### src/rtl/axi_read_arbiter.sv
// axi_read_arbiter
// Two-master to one-slave AXI read arbiter.
//  - AR channel: a two-state FSM (IDLE/ADDR) grants one master at a time,
//    alternating on ties, and registers the winning payload onto S_AR*.
//    At most one burst is accepted every two cycles.
//  - R channel: an owner FIFO records the winning master for each burst the
//    slave accepted. The head entry steers S_RVALID and S_RREADY to and from
//    that master. A beat with RLAST retires the head entry.
// Ports:
//  ACLK, ARESET          clock and synchronous active-high reset
//  Mx_AR*                per-master AR request inputs and Mx_ARREADY grant
//  S_AR*                 registered AR payload and valid toward the slave, plus S_ARREADY
//  S_R*, S_RREADY        slave R channel
//  Mx_R*                 R payload copied to both masters, with routed Mx_RVALID
//                        and the masters' Mx_RREADY
module axi_read_arbiter #(
  parameter int BusWidth = 32,
  parameter int tagbits  = 1,
  parameter int DEPTH    = 4
) (
  input  logic                ACLK,
  input  logic                ARESET,
  input  logic [tagbits-1:0]  M0_ARID,
  input  logic [BusWidth-1:0] M0_ARADDR,
  input  logic [3:0]          M0_ARLEN,
  input  logic [1:0]          M0_ARSIZE,
  input  logic [1:0]          M0_ARBURST,
  input  logic                M0_ARVALID,
  output logic                M0_ARREADY,
  input  logic [tagbits-1:0]  M1_ARID,
  input  logic [BusWidth-1:0] M1_ARADDR,
  input  logic [3:0]          M1_ARLEN,
  input  logic [1:0]          M1_ARSIZE,
  input  logic [1:0]          M1_ARBURST,
  input  logic                M1_ARVALID,
  output logic                M1_ARREADY,
  output logic [tagbits-1:0]  S_ARID,
  output logic [BusWidth-1:0] S_ARADDR,
  output logic [3:0]          S_ARLEN,
  output logic [1:0]          S_ARSIZE,
  output logic [1:0]          S_ARBURST,
  output logic                S_ARVALID,
  input  logic                S_ARREADY,
  input  logic [tagbits-1:0]  S_RID,
  input  logic [BusWidth-1:0] S_RDATA,
  input  logic [1:0]          S_RRESP,
  input  logic                S_RLAST,
  input  logic                S_RVALID,
  output logic                S_RREADY,
  output logic [tagbits-1:0]  M0_RID,
  output logic [BusWidth-1:0] M0_RDATA,
  output logic [1:0]          M0_RRESP,
  output logic                M0_RLAST,
  output logic                M0_RVALID,
  input  logic                M0_RREADY,
  output logic [tagbits-1:0]  M1_RID,
  output logic [BusWidth-1:0] M1_RDATA,
  output logic [1:0]          M1_RRESP,
  output logic                M1_RLAST,
  output logic                M1_RVALID,
  input  logic                M1_RREADY
);

  localparam int PW = $clog2(DEPTH);
  localparam int CW = $clog2(DEPTH + 1);

  localparam logic [0:0] IDLE = 1'b0;
  localparam logic [0:0] ADDR = 1'b1;

  localparam logic [CW-1:0] COUNT_FULL = CW'(DEPTH);
  localparam logic [CW-1:0] COUNT_ONE  = CW'(1);
  localparam logic [CW-1:0] COUNT_ZERO = CW'(0);
  localparam logic [PW-1:0] PTR_ONE    = PW'(1);

  logic [0:0]          state_q, state_d;
  logic                grant_q, grant_d;          // owner of the AR held in ADDR
  logic                last_grant_q, last_grant_d;
  logic [tagbits-1:0]  s_arid_q, s_arid_d;
  logic [BusWidth-1:0] s_araddr_q, s_araddr_d;
  logic [3:0]          s_arlen_q, s_arlen_d;
  logic [1:0]          s_arsize_q, s_arsize_d;
  logic [1:0]          s_arburst_q, s_arburst_d;
  logic                s_arvalid_q, s_arvalid_d;
  logic [CW-1:0]       count_q, count_d;
  logic [PW-1:0]       wr_ptr_q, wr_ptr_d;
  logic [PW-1:0]       rd_ptr_q, rd_ptr_d;
  logic [DEPTH-1:0]    owner_q, owner_d;

  logic can_grant_s;
  logic sel_s;
  logic grant_fire_s;
  logic head_s;
  logic route_en_s;
  logic push_s;
  logic pop_s;

  // Arbitration: pick the requester, alternating against the last accepted burst on a tie.
  always_comb begin
    can_grant_s  = 1'b0;
    sel_s        = 1'b0;
    if (!ARESET && (state_q == IDLE) && (count_q < COUNT_FULL)) begin
      can_grant_s = 1'b1;
    end else begin
      can_grant_s = 1'b0;
    end
    if (M0_ARVALID && M1_ARVALID) begin
      sel_s = ~last_grant_q;
    end else if (M0_ARVALID) begin
      sel_s = 1'b0;
    end else begin
      sel_s = 1'b1;
    end
    grant_fire_s = can_grant_s & (M0_ARVALID | M1_ARVALID);
  end

  assign M0_ARREADY = grant_fire_s & ~sel_s;
  assign M1_ARREADY = grant_fire_s &  sel_s;

  // R steering: the FIFO head owns the slave R channel until its RLAST beat.
  always_comb begin
    head_s     = owner_q[rd_ptr_q];
    route_en_s = !ARESET && (count_q != COUNT_ZERO);
    M0_RVALID  = route_en_s & ~head_s & S_RVALID;
    M1_RVALID  = route_en_s &  head_s & S_RVALID;
    if (head_s) begin
      S_RREADY = route_en_s & M1_RREADY;
    end else begin
      S_RREADY = route_en_s & M0_RREADY;
    end
    pop_s  = S_RVALID & S_RREADY & S_RLAST;
    push_s = (state_q == ADDR) & S_ARREADY;
  end

  assign M0_RID   = S_RID;
  assign M0_RDATA = S_RDATA;
  assign M0_RRESP = S_RRESP;
  assign M0_RLAST = S_RLAST;
  assign M1_RID   = S_RID;
  assign M1_RDATA = S_RDATA;
  assign M1_RRESP = S_RRESP;
  assign M1_RLAST = S_RLAST;

  assign S_ARID    = s_arid_q;
  assign S_ARADDR  = s_araddr_q;
  assign S_ARLEN   = s_arlen_q;
  assign S_ARSIZE  = s_arsize_q;
  assign S_ARBURST = s_arburst_q;
  assign S_ARVALID = s_arvalid_q;

  // AR FSM next state: capture the winner's payload on grant, hold it until the slave accepts.
  always_comb begin
    state_d      = state_q;
    grant_d      = grant_q;
    last_grant_d = last_grant_q;
    s_arid_d     = s_arid_q;
    s_araddr_d   = s_araddr_q;
    s_arlen_d    = s_arlen_q;
    s_arsize_d   = s_arsize_q;
    s_arburst_d  = s_arburst_q;
    s_arvalid_d  = s_arvalid_q;
    case (state_q)
      IDLE: begin
        if (grant_fire_s) begin
          state_d     = ADDR;
          s_arvalid_d = 1'b1;
          grant_d     = sel_s;
          if (sel_s) begin
            s_arid_d    = M1_ARID;
            s_araddr_d  = M1_ARADDR;
            s_arlen_d   = M1_ARLEN;
            s_arsize_d  = M1_ARSIZE;
            s_arburst_d = M1_ARBURST;
          end else begin
            s_arid_d    = M0_ARID;
            s_araddr_d  = M0_ARADDR;
            s_arlen_d   = M0_ARLEN;
            s_arsize_d  = M0_ARSIZE;
            s_arburst_d = M0_ARBURST;
          end
        end else begin
          state_d = IDLE;
        end
      end
      ADDR: begin
        if (S_ARREADY) begin
          state_d      = IDLE;
          s_arvalid_d  = 1'b0;
          last_grant_d = grant_q;
        end else begin
          state_d = ADDR;
        end
      end
      default: begin
        state_d     = IDLE;
        s_arvalid_d = 1'b0;
      end
    endcase
  end

  // Owner FIFO next state: a push and a pop in the same cycle leave the occupancy unchanged.
  always_comb begin
    owner_d  = owner_q;
    wr_ptr_d = wr_ptr_q;
    rd_ptr_d = rd_ptr_q;
    if (push_s) begin
      owner_d[wr_ptr_q] = grant_q;
      wr_ptr_d          = wr_ptr_q + PTR_ONE;
    end else begin
      wr_ptr_d = wr_ptr_q;
    end
    if (pop_s) begin
      rd_ptr_d = rd_ptr_q + PTR_ONE;
    end else begin
      rd_ptr_d = rd_ptr_q;
    end
    case ({push_s, pop_s})
      2'b10:   count_d = count_q + COUNT_ONE;
      2'b01:   count_d = count_q - COUNT_ONE;
      default: count_d = count_q;
    endcase
  end

  // State registers with synchronous reset; reset drops any pending AR and all owners.
  always_ff @(posedge ACLK) begin
    if (ARESET) begin
      state_q      <= IDLE;
      grant_q      <= 1'b0;
      last_grant_q <= 1'b1;
      s_arid_q     <= {tagbits{1'b0}};
      s_araddr_q   <= {BusWidth{1'b0}};
      s_arlen_q    <= 4'd0;
      s_arsize_q   <= 2'd0;
      s_arburst_q  <= 2'd0;
      s_arvalid_q  <= 1'b0;
      count_q      <= COUNT_ZERO;
      wr_ptr_q     <= {PW{1'b0}};
      rd_ptr_q     <= {PW{1'b0}};
      owner_q      <= {DEPTH{1'b0}};
    end else begin
      state_q      <= state_d;
      grant_q      <= grant_d;
      last_grant_q <= last_grant_d;
      s_arid_q     <= s_arid_d;
      s_araddr_q   <= s_araddr_d;
      s_arlen_q    <= s_arlen_d;
      s_arsize_q   <= s_arsize_d;
      s_arburst_q  <= s_arburst_d;
      s_arvalid_q  <= s_arvalid_d;
      count_q      <= count_d;
      wr_ptr_q     <= wr_ptr_d;
      rd_ptr_q     <= rd_ptr_d;
      owner_q      <= owner_d;
    end
  end

endmodule

### config.mk
export PLATFORM = sky130hd
export DESIGN_NAME = axi_read_arbiter
export DESIGN_NICKNAME = d
export VERILOG_FILES = /design/src/rtl/axi_read_arbiter.sv
export SDC_FILE = /design/constraint.sdc
export NUM_CORES = 1
export LEC_CHECK = 0
export BUFFER_PORTS_ARGS = -buffer_cell sky130_fd_sc_hd__buf_2
export CORE_AREA = 2 2 94 96
export DETAILED_ROUTE_END_ITERATION = 10
export DIE_AREA = 0 0 96 98
export HOLD_SLACK_MARGIN = 0.12
export PLACE_DENSITY_LB_ADDON = 0.12
export SYNTH_ARGS = -nofsm -noshare
export SYNTH_HDL_FRONTEND = slang
export SYNTH_SLANG_ARGS = --single-unit
### constraint.sdc
create_clock -name ACLK -period 3.7 [get_ports ACLK]
set_clock_uncertainty 0.05 [all_clocks]
set_input_delay 0.74 -clock ACLK [delete_from_list [all_inputs] [get_ports ACLK]]
set_output_delay 0.74 -clock ACLK [all_outputs]
set_load 0.01 [all_outputs]
==> summary.md <==
| Metric | Value |
|---|---|
| PostCTS Resize Cnt | `0` |
| Status | `completed` |
| Top cells by area, synth | `dfxtp_1 (36%), buf_4 (18%), mux2i_1 (14%)` |
| First-pass GRT wire length | `approximately 11 mm` |
| Yosys cell types | `32` |
| Reg clk slew, reported paths | `0.09 ns` |
| Clk sinks | `56` |
| Req. time, crit path | `3.88 ns` |
| Row count | `34` |
| DR vias | `~2400` |
| Setup Crit Path Kind | `register to register` |
| Setup crit start kind | `register` |
| Synthesis-to-finish area growth | `10.8%` |
| HP Start | `owner_q[2]` |
| Filler cells | `913` |
| Worst-Skew Late Latency | `0.30 ns` |
| Synthesized flop and latch total | `56` |
| P_int | `0.000926 W` |
| Nets | `534` |
| Mapped cell area | `3090 sq um` |
| Pre-Repair DR Iteration Count | `4` |
| Pwr Density | `375 nW/um^2` |
| Reg2reg end | `count_q[2]` |
| CTS tree | `yes` |
| Die W | `~96 um` |
| Syn Inst Count | `345` |
| Final period util | `0.757` |
| Max Cap Viol | `0` |
| Nature of the critical path endpoint | `register` |
| GRT Util Overall | `0.141` |
| Logic gate share of total power | `0.212` |
| Initial Util | `0.365` |
| Max Slew Vio Count | `0` |
| CTS Buffer Depth | `2` |
| Hold Vio Cnt, Final | `0` |
| R2r setup slk | `0.90 ns` |
| Worst hold path class | `register to register` |
| IR Drop Worst-Case VDD | `0.000166 V` |
| Avg Inst Size Synth | `8.97 sq um` |
| Via/cell ratio | `4.64` |
| Sequential fraction of the synthesis area | `0.362` |
| Clock network fraction of design power | `0.266` |
| Final setup fails | `0` |
| Share of cells above drive strength 1 | `0.395` |
| Die Ht | `98 um` |
| TNS Setup | `0 ns` |
| FF-to-FF path depth | `9` |
| Synthesized Nets | `approximately 480` |
| Root Driver | `clkbuf_8` |
| Starting DRT DRC Count | `28` |
| Slew of the pin with the lowest slew margin | `0.790 ns` |
| Final Critical Period | `2.80 ns` |
| IO Pins | `245` |
| Final Wtd Congestion | `0.690` |
| FF-to-FF Start | `rd_ptr_q[0]` |
| I/O Buffers | `139` |
| Cts hold-fix bufs | `0` |
| Fmax | `0.357 GHz` |
| Post-Route WL | `6.51 mm` |
| H-tree depth | `2` |
| Max-slew headroom | `0.473` |
| Worst hold path cell count | `2` |
| Final non-filler cell total | `511` |
| Sw frac | `0.280` |
| RSZ-0062 raised after global routing | `no` |
| Wire per inst | `roughly 13 um` |
| DR DRC count | `0` |
| TritonCTS Buffers | `5` |
| Worst setup margin | `0.900 ns` |
| Pre-CTS setup slack | `0.902 ns` |
| DRT antenna net count | `0` |
| Post-CTS setup buffers | `0` |
| Pin count of the biggest net entering global routing | `85` |
| Crit path DAT | `2.98 ns` |
| Dpl cells | `503` |
| Die area | `9410 sq um` |
| Yosys warns | `0` |
| Initial antenna violation count | `0` |
| Worst-path maximum fanout | `4` |
| Flop pwr share | `0.523` |
| Top-area cell type share of the netlist area | `0.362` |
| P_sw | `roughly 0.00036 W` |
| Grt ovf | `0` |
| Min-Delay Endpoint | `owner_q[2]` |
| Vias in the first global route | `2307` |
| Leakage | `1.65 nW` |
| Antenna cells | `0` |
| Core Area | `~8500 sq um` |
| Dpl hpwl | `4.92 mm` |
| Post-synth top area cell | `dfxtp_1` |
-- logic make-up (layout without fill, tap and decap cells) --
| family | count (synthesis) | after routing | share of synthesized area |
|---|---|---|---|
| compound gates | 54 | 54 | 0.125 |
| simple gates | 80 | 80 | 0.110 |
| fa+ha+maj | 6 | 6 | 0.0267 |
| flops | 56 | 56 | 0.362 |
| mux | 45 | 45 | 0.151 |
| buf+inv | 101 | 159 | 0.216 |
| xor+xnor | 3 | 3 | 0.00850 |
-- cells in the mapped netlist --
cell type   n
nand3_1     5
xor2_1      2
buf_2       5
nor3_1      1
or3_1       2
and2_1      2
clkbuf_1   10
ha_1        5
xnor2_1     1
dfxtp_1    56
o41ai_1     1
fa_1        1
nor2_1     49
a211oi_1   41
o21ai_0     2
and3_2      1
inv_1       8
a21oi_1     7
nor2b_1     1
a31o_2      1
mux2_2      1
buf_1       3
buf_4      75
nand2_1    16
nor3b_2     1
o21bai_1    1
mux2i_2     1
mux2i_1    42
nor3_2      1
o311ai_0    1
mux4_2      1
nor4_1      1
-- metal layers --
metal | part of all wire | global-route usage | up-vias
met5 | 0 | 0 | -
met4 | 0.012 | 0.0462 | 0
met3 | 0.093 | 0.0478 | 8
met2 | 0.47 | 0.235 | 90
met1 | 0.42 | 0.167 | 1052
li1 | - | - | 1223
-- area by class of cell --
class	instances	area [sq um]	area share
Timing Repair Buffer	143	726	0.212
Clock inverter	2	10.0	0.00292
Sequential cell	56	1120	0.327
Inverter	8	30.0	0.00876
Multi-Input combinational cell	188	1320	0.386
Clock buffer	6	82.6	0.0241
Tap cell	108	135	0.0394
-- registers in the layout (all words and copies together), names as in the netlist, 2 cells and up --
name and cells:
owner_q 4, S_ARLEN 4, S_ARSIZE 2, S_ARADDR 32
S_ARBURST 2, rd_ptr_q 2, count_q 3, wr_ptr_q 2
-- worst max path at each step --
stage | from | end | slack [ns] | cells after the start
detailed placement | rd_ptr_q[0] | count_q[2] | 0.90 | 9
global route | rd_ptr_q[0] | count_q[2] | 0.73 | 9
CTS | rd_ptr_q[0] | count_q[2] | 0.88 | 9
finish | rd_ptr_q[0] | count_q[2] | 0.90 | 9
global placement | rd_ptr_q[0] | count_q[2] | 0.99 | 9
floorplan | ARESET | count_q[2] | 1.03 | 10
-- placed cells by master, fill, tap and decap left out, types with 4 or more instances in the layout --
cell / Yosys / routed
ha_1: 5 / 5
clkbuf_8: 0 / 6
nor2_1: 49 / 49
inv_1: 8 / 8
mux2i_1: 42 / 42
a211oi_1: 41 / 41
buf_4: 75 / 4
a21oi_1: 7 / 7
dfxtp_1: 56 / 56
nand3_1: 5 / 5
nand2_1: 16 / 16
buf_2: 5 / 139
-- power groups by stage --
stage	Sequential [W]	Clock [W]	Combinational [W]
global placement	0.000685	0	0.000276
finish	0.000672	0.000341	0.000272
global route	0.000679	0.000381	0.000306
detailed placement	0.000686	0	0.000278
floorplan	0.000702	0	0.000223
CTS	0.000673	0.000364	0.000278
-- per-stage QoR --
| stage | power, W | utilization | instance area (sq um) | hold WS (ns) |
|---|---|---|---|---|
| final | 0.00129 | 0.405 | 3430 | 0.418 |
| after global routing | 0.00137 | 0.405 | 3430 | 0.432 |
| after CTS | 0.00131 | 0.405 | 3430 | 0.421 |
| after detailed placement | 0.000964 | 0.394 | 3330 | 0.408 |
| after global placement | 0.000961 | 0.394 | 3330 | 0.395 |
| after floorplan | 0.000925 | - | 3090 | 0.383 |
-- critical path, stage by stage (launching register included) --
cell     delay (ns)
dfxtp_1        0.40
mux4_2         0.57
mux2i_2        0.21
nor3b_2        0.26
ha_1           0.22
inv_1          0.06
fa_1           0.37
xor2_1         0.16
or3_1          0.30
a21oi_1        0.14
No activity file was read; power rests on OpenSTA's default activity.
